`config.mk`:
```
export PLATFORM = sky130hd
export DESIGN_NAME = instr_fetch_stage
export DESIGN_NICKNAME = d
export VERILOG_FILES = /design/src/rtl/instr_fetch_stage.sv
export SDC_FILE = /design/constraint.sdc
export NUM_CORES = 1
export LEC_CHECK = 0
export CAP_MARGIN = 10
export CORE_MARGIN = 5
export CORE_UTILIZATION = 45
export DETAILED_ROUTE_END_ITERATION = 6
export HOLD_SLACK_MARGIN = 0.15
export PLACE_DENSITY = 0.76
export SLEW_MARGIN = 20
export SYNTH_ARGS = -nofsm -noshare
export SYNTH_HDL_FRONTEND = slang
export SYNTH_SLANG_ARGS = --single-unit
```
`constraint.sdc`:
```
create_clock -name clk -period 3.3 [get_ports clk]
set_input_delay 0.66 -clock clk [delete_from_list [all_inputs] [get_ports clk]]
set_output_delay 0.66 -clock clk [all_outputs]
set_load 0.005 [all_outputs]
```
`src/rtl/instr_fetch_stage.sv`:
```
// Fetch stage: reads pc_in from instruction memory over req/ack and fills the IF/ID register.
// Zero-wait memory gives one instruction per 2 cycles; a stalled return parks in a one-word skid (HOLD), flush kills in-flight fetches.
module instr_fetch_stage #(
    parameter int                ADDR_W    = 32,
    parameter int                DATA_W    = 32,
    parameter logic [DATA_W-1:0] NOP_INSTR = DATA_W'(32'h0000_0013)
) (
    input  logic              clk,
    input  logic              rst,
    input  logic [ADDR_W-1:0] pc_in,
    input  logic              flush_in,
    input  logic              stall_in,
    output logic              imem_req,
    output logic [ADDR_W-1:0] imem_addr,
    input  logic              imem_ack,
    input  logic [DATA_W-1:0] imem_rdata,
    output logic              pc_advance,
    output logic              ifid_valid,
    output logic [ADDR_W-1:0] ifid_pc,
    output logic [ADDR_W-1:0] ifid_pc_plus4,
    output logic [DATA_W-1:0] ifid_instr
);

    typedef enum logic [1:0] {IDLE, REQ, HOLD, DRAIN} state_t;

    state_t            state;
    state_t            state_nxt;
    logic [DATA_W-1:0] skid_dat;
    logic              slot_free;
    logic              ack_live;
    logic              issue;
    logic              load_mem;
    logic              load_skid;
    logic              park;
    logic              req_done;

    assign slot_free = !ifid_valid || !stall_in;
    assign ack_live  = imem_ack && imem_req;

    always_ff @(posedge clk or negedge rst) begin
        if (!rst) begin
            state <= IDLE;
        end else begin
            state <= state_nxt;
        end
    end

    always_comb begin
        state_nxt = state;
        case (state)
            IDLE:  if (!flush_in) state_nxt = REQ;
            REQ: begin
                if (ack_live) begin
                    state_nxt = (flush_in || slot_free) ? IDLE : HOLD;
                end else if (flush_in) begin
                    state_nxt = DRAIN;
                end
            end
            HOLD:  if (flush_in || slot_free) state_nxt = IDLE;
            DRAIN: if (ack_live) state_nxt = IDLE;
            default: state_nxt = IDLE;
        endcase
    end

    // pc_advance is combinational so the PC stage has the next PC ready when IDLE samples pc_in.
    always_comb begin
        issue     = 1'b0;
        load_mem  = 1'b0;
        load_skid = 1'b0;
        park      = 1'b0;
        req_done  = 1'b0;
        case (state)
            IDLE:  issue = !flush_in;
            REQ: begin
                load_mem = ack_live && !flush_in && slot_free;
                park     = ack_live && !flush_in && !slot_free;
                req_done = ack_live;
            end
            HOLD:  load_skid = !flush_in && slot_free;
            DRAIN: req_done = ack_live;
            default: ;
        endcase
        pc_advance = rst && (flush_in || load_mem || load_skid);
    end

    always_ff @(posedge clk or negedge rst) begin
        if (!rst) begin
            imem_req      <= 1'b0;
            imem_addr     <= '0;
            skid_dat      <= '0;
            ifid_valid    <= 1'b0;
            ifid_pc       <= '0;
            ifid_pc_plus4 <= '0;
            ifid_instr    <= NOP_INSTR;
        end else begin
            if (issue) begin
                imem_req  <= 1'b1;
                imem_addr <= pc_in;
            end else if (req_done) begin
                imem_req  <= 1'b0;
            end

            if (park) begin
                skid_dat <= imem_rdata;
            end

            // imem_addr still holds the fetched address in both REQ and HOLD.
            if (flush_in) begin
                ifid_valid <= 1'b0;
                ifid_instr <= NOP_INSTR;
            end else if (load_mem || load_skid) begin
                ifid_valid    <= 1'b1;
                ifid_pc       <= imem_addr;
                ifid_pc_plus4 <= imem_addr + ADDR_W'(4);
                ifid_instr    <= load_mem ? imem_rdata : skid_dat;
            end else if (!stall_in) begin
                ifid_valid <= 1'b0;
            end
        end
    end

endmodule

```
Word level (Yosys, flattened, before mapping) --
Index checks and enable logic that the tools add are counted.
Storage, ports and cells: logic and storage cells 59, output and inout bits 131, bits of input ports 69, register bits 164
Operators by class: reduce and logical (&&, ||, !) cells 21, equal/unequal tests 8, muxes and demuxes 20, $add $sub $neg 1, bitwise logic cells 1
Operators with widths (number):
- $mux 32 | 3
- $add 32x3->32 const B | 1
- $mux 2 | 6
- $mux 1 | 10
- $pmux 2 s4 | 1
- $logic_and 1x1->1 | 6
- $ne 2x2->1 const B | 3
- $logic_or 1x1->1 | 5
- $eq 2x2->1 const B | 2
- $logic_not 1->1 | 4
- $reduce_and 4->1 | 1
- $reduce_bool 2->1 | 2
- $ne 3x2->1 const B | 1
- $ne 3x3->1 const B | 1
- $eq 2x1->1 const B | 1
- $logic_not 2->1 | 1
- $reduce_and 2->1 | 1
- $reduce_or 2->1 | 1
- $not 1->1 | 1

Depth between registers and ports, before layout --
word-level depth 7, mapped depth 7

Worst setup path after synthesis --
Ideal clock, no wire load.
path kind input -> output, from in imem_ack, to out pc_advance, arrival 1.766 ns, data required time 2.640 ns, stages 7, path slack 0.874 ns, path buffers 2, cells stage by stage and4b_1 > clkbuf_1 > nor2_1 > nor2_1 > nor2_1 > clkbuf_1 > nor2b_1
Between the ends: word-level cells in the longest chain between the ends 7
RTL lines:
- start, declared | RTL line 15 | input logic imem_ack,
- $logic_and 1x1->1 | RTL line 38 | assign ack_live = imem_ack && imem_req;
- $logic_and 1x1->1 (2 in a row) | RTL line 75 | load_mem = ack_live && !flush_in && slot_free;
- $mux 1 | RTL line 72 | case (state)
- $logic_or 1x1->1 (2 in a row) | RTL line 83 | pc_advance = rst && (flush_in || load_mem || load_skid);
- $logic_and 1x1->1 | RTL line 83
- end, declared | RTL line 17 | output logic pc_advance,
No other way between the ends.

Worst setup path after layout --
Same ends and word-level chain as after synthesis.

==> key figures <==
Status
  • Outcome: finished, final reports clean

Clock tree
  • CTS root buf: clkbuf_16
  • CTS tree: done
  • Worst skew pair latency: around 0.42 ns
  • Inserted Clock Buffers: 17
  • Post-CTS sizing: 0
  • Clock Path Buffers: 2
  • Clk pin slew, worst setup/hold paths: roughly 0.06 ns
  • Post-CTS Setup Inserts: 0
  • Hold-fix buffers, CTS: 0
  • H-tree depth: 4
  • Sink Count: approximately 160

Final layout
  • Area grow syn2layout: 42.0%
  • Final Non-Filler Cells: just under 1k
  • ANT cells: 0
  • Final Core Density: between 60% and 70%
  • Share of cells above drive strength 1: between 10% and 20%
  • # nets final: around 850

Drt
  • Initial DRC Count: approximately 260
  • Via/cell ratio: 5.34
  • Post-route ant nets: 0
  • DRC Markers: 0
  • WL per Instance: around 19 um
  • Pre-antenna DRT Iters: 5
  • Final WL: between 15 and 20 mm
  • Via count: 5,225

Die
  • Die width: between 100 and 150 um
  • Core region area: ~15,000 um^2
  • Num ports: 200
  • Die footprint: 17,600 um^2
  • Initial Util: 46.2%
  • Num rows: 44
  • Die height: about 130 um

Synthesis
  • Syn nets: around 660
  • Post-synth EDFFs: 0
  • Library cells used by synthesis: 39
  • Post-synthesis register bit count: between 150 and 200
  • Synth Instances: between 500 and 600
  • YS warnings: 0
  • FFs w/ async S/R, synth: 100%
  • Synth Flop Type: dfrtp_1
  • Syn_area_per_cell: 11.5 um^2
  • Seq/Total Area, Yosys: 60.0%
  • Netlist Area Pre-Place: between 6000 and 7000 um^2

Timing
  • Tmin final: between 2 and 3 ns
  • Hold Vio Cnt, Final: 0
  • Rel. slew slack: 42.7%
  • Max Clock Freq: approximately 350 MHz
  • Period utilization: approximately 87%
  • Worst Clk Skew: about 0.0073 ns
  • Final Max Slew Viols: 0
  • Setup TNS: 0 ns
  • Worst Max-Slew Pin Slew: between 0.8 and 0.9 ns
  • RSZ-0062 raised after global routing: no
  • Setup-failing EPs final: 0

Pwr
  • Leakage: between 4 and 5 nW
  • Clock power share: around 23%
  • Sequential Power Share: between 40% and 50%
  • P_int: 5.92 mW
  • Gate power share: between 30% and 40%
  • Worst vdd ir: approximately 0.00039 V
  • Net Sw Frac: roughly a third
  • Pwr/cell area: just over 900 nW/um^2
  • Switch Pwr: about 2.8 mW

Critical path
  • Reg2Reg Launch Point: imem_addr[4]$_DFFE_PN0P_
  • Worst Path Required: about 2.6 ns
  • CP Max Fanout: 3
  • Worst Path Arrival: roughly 2.2 ns
  • Setup crit start kind: input port
  • Setup crit start: imem_ack
  • CP Class: input port to primary output
  • CP endpoint kind: primary output

Global routing
  • GRT Total Usage: about a fifth
  • First-pass GRT wire length: around 30 mm
  • Gr ovfl total: 0
  • Antenna violations before repair: 0
  • Vias in the first global route: between 5k and 6k
  • Pin count of the biggest net entering global routing: approximately 160

Place
  • Detail Placement HPWL: between 10 and 15 mm
  • Count of input and output buffers: 199
  • GPL Wtd Cong: approximately 0.81
  • Post-placement cell count: around 950

Worst hold path
  • Type of the most critical hold path: input port to async pin

Run
  • # Max-Cap Violations: 0
==> cells in the final DEF, fill, tap and decap left out, types with 4 or more instances in the layout <==
cell	instances
buf_4	9
o21ai_0	32
a22oi_1	29
nor3_1	4
nand4_1	7
nand3_1	10
and3_1	4
xnor2_1	6
xor2_1	20
mux2_2	63
dfrtp_1	159
nand2_1	141
clkdlybuf4s50_1	198
nor2_1	6
o2bb2ai_1	29
clkbuf_16	17
a21oi_1	4
==> metrics by stage <==
step,total power [mW],area (um^2),setup slack [ns],hold slack [ns]
after floorplan,4.77,6760,0.874,0.364
final,8.75,9600,0.418,0.400
after CTS,8.85,9600,0.408,0.479
after detailed placement,6.78,8980,0.413,0.462
after global routing,9.32,9600,0.304,0.502
after global placement,6.64,8980,0.429,0.460
==> power groups by stage <==
stage	Combinational, mW	Sequential (mW)	Clock [mW]
global route	3.46	3.68	2.18
floorplan	1.34	3.43	0
detailed placement	3.20	3.58	0
finish	3.16	3.55	2.04
CTS	3.22	3.56	2.08
global placement	3.11	3.54	0
==> path summary, 6_finish.rpt <==
path | cells after the start | slack [ns] | endpoint
max in group asynchronous | 2 | 2.26 | imem_req$_DFFE_PN0P_
hold reg to reg | 2 | 0.48 | ifid_pc[4]$_DFFE_PN0P_
setup reg to reg | 5 | 1.02 | ifid_pc_plus4[19]$_DFFE_PN0P_
setup / recovery | 7 | 0.42 | pc_advance
min in group clk | 2 | 0.48 | ifid_pc[4]$_DFFE_PN0P_
hold / removal | 2 | 0.40 | ifid_valid$_DFFE_PN0P_
==> critical path: stages <==
cell and delay (ns):
clkdlybuf4s50_1 0.49, and4b_1 0.22, nor2_1 0.08, nor2_4 0.10, nor2_2 0.05, nor2b_1 0.11
clkdlybuf4s50_1 0.51
==> cell type report <==
class	instances	area, um^2
Multi-Input combinational cell	388	2590
Tap cell	184	230
Inverter	2	7.51
Fill cell	1167	5040
Clock buffer	20	467
Clock inverter	12	155
Timing Repair Buffer	210	2100
Sequential cell	162	4060
==> synthesized netlist by cell type, types with 2 or more instances <==
| master | number | area (um^2) |
|---|---|---|
| xor2_1 | 20 | 175 |
| a21o_1 | 2 | 15.0 |
| a21oi_1 | 4 | 20.0 |
| clkbuf_1 | 29 | 109 |
| nor2_1 | 9 | 33.8 |
| nand3_1 | 10 | 50.1 |
| inv_1 | 2 | 7.51 |
| mux2i_1 | 3 | 30.0 |
| and4_1 | 3 | 26.3 |
| a22oi_1 | 29 | 218 |
| xnor2_1 | 6 | 52.6 |
| dfrtp_1 | 159 | 3980 |
| a31oi_1 | 2 | 12.5 |
| mux2_2 | 63 | 709 |
| and3_1 | 4 | 25.0 |
| o21ai_0 | 32 | 160 |
| o2bb2ai_1 | 29 | 254 |
| buf_2 | 5 | 25.0 |
| nor3_1 | 4 | 20.0 |
| nor4_1 | 3 | 18.8 |
| buf_4 | 2 | 15.0 |
| nand4_1 | 7 | 43.8 |
| dfstp_2 | 3 | 78.8 |
| nand2_1 | 141 | 529 |
| or3_1 | 2 | 12.5 |
| nor2b_1 | 2 | 12.5 |
==> state kept, by name, summed over array words and instances, names as in the netlist <==
signal         cells
ifid_valid         1
imem_req           1
ifid_pc           32
ifid_instr        32
ifid_pc_plus4     30
state              2
imem_addr         32
skid_dat          32
==> logic make-up (layout without fill, tap and decap cells) <==
group | Yosys count | count (layout) | share of synthesized area, %
AND/OR/NAND/NOR | 194 | 194 | 12.8
adder cells (fa/ha/maj) | 1 | 1 | 0.185
multiplexers | 66 | 66 | 10.9
buffers and inverters | 38 | 244 | 2.31
AO/OA/AOI/OAI | 101 | 101 | 10.4
flip-flops | 162 | 162 | 60.0
XOR/XNOR | 26 | 26 | 3.37
==> per-layer routing <==
metal  global-route usage, %  vias up  wire, um
li1                        -     2441         -
met4                    8.08        0       470
met5                       0        -         0
met3                    5.81       29      1020
met1                    26.1     2610      7610
met2                    36.0      145      9250
Note: power is estimated with default switching activity, not from simulation.
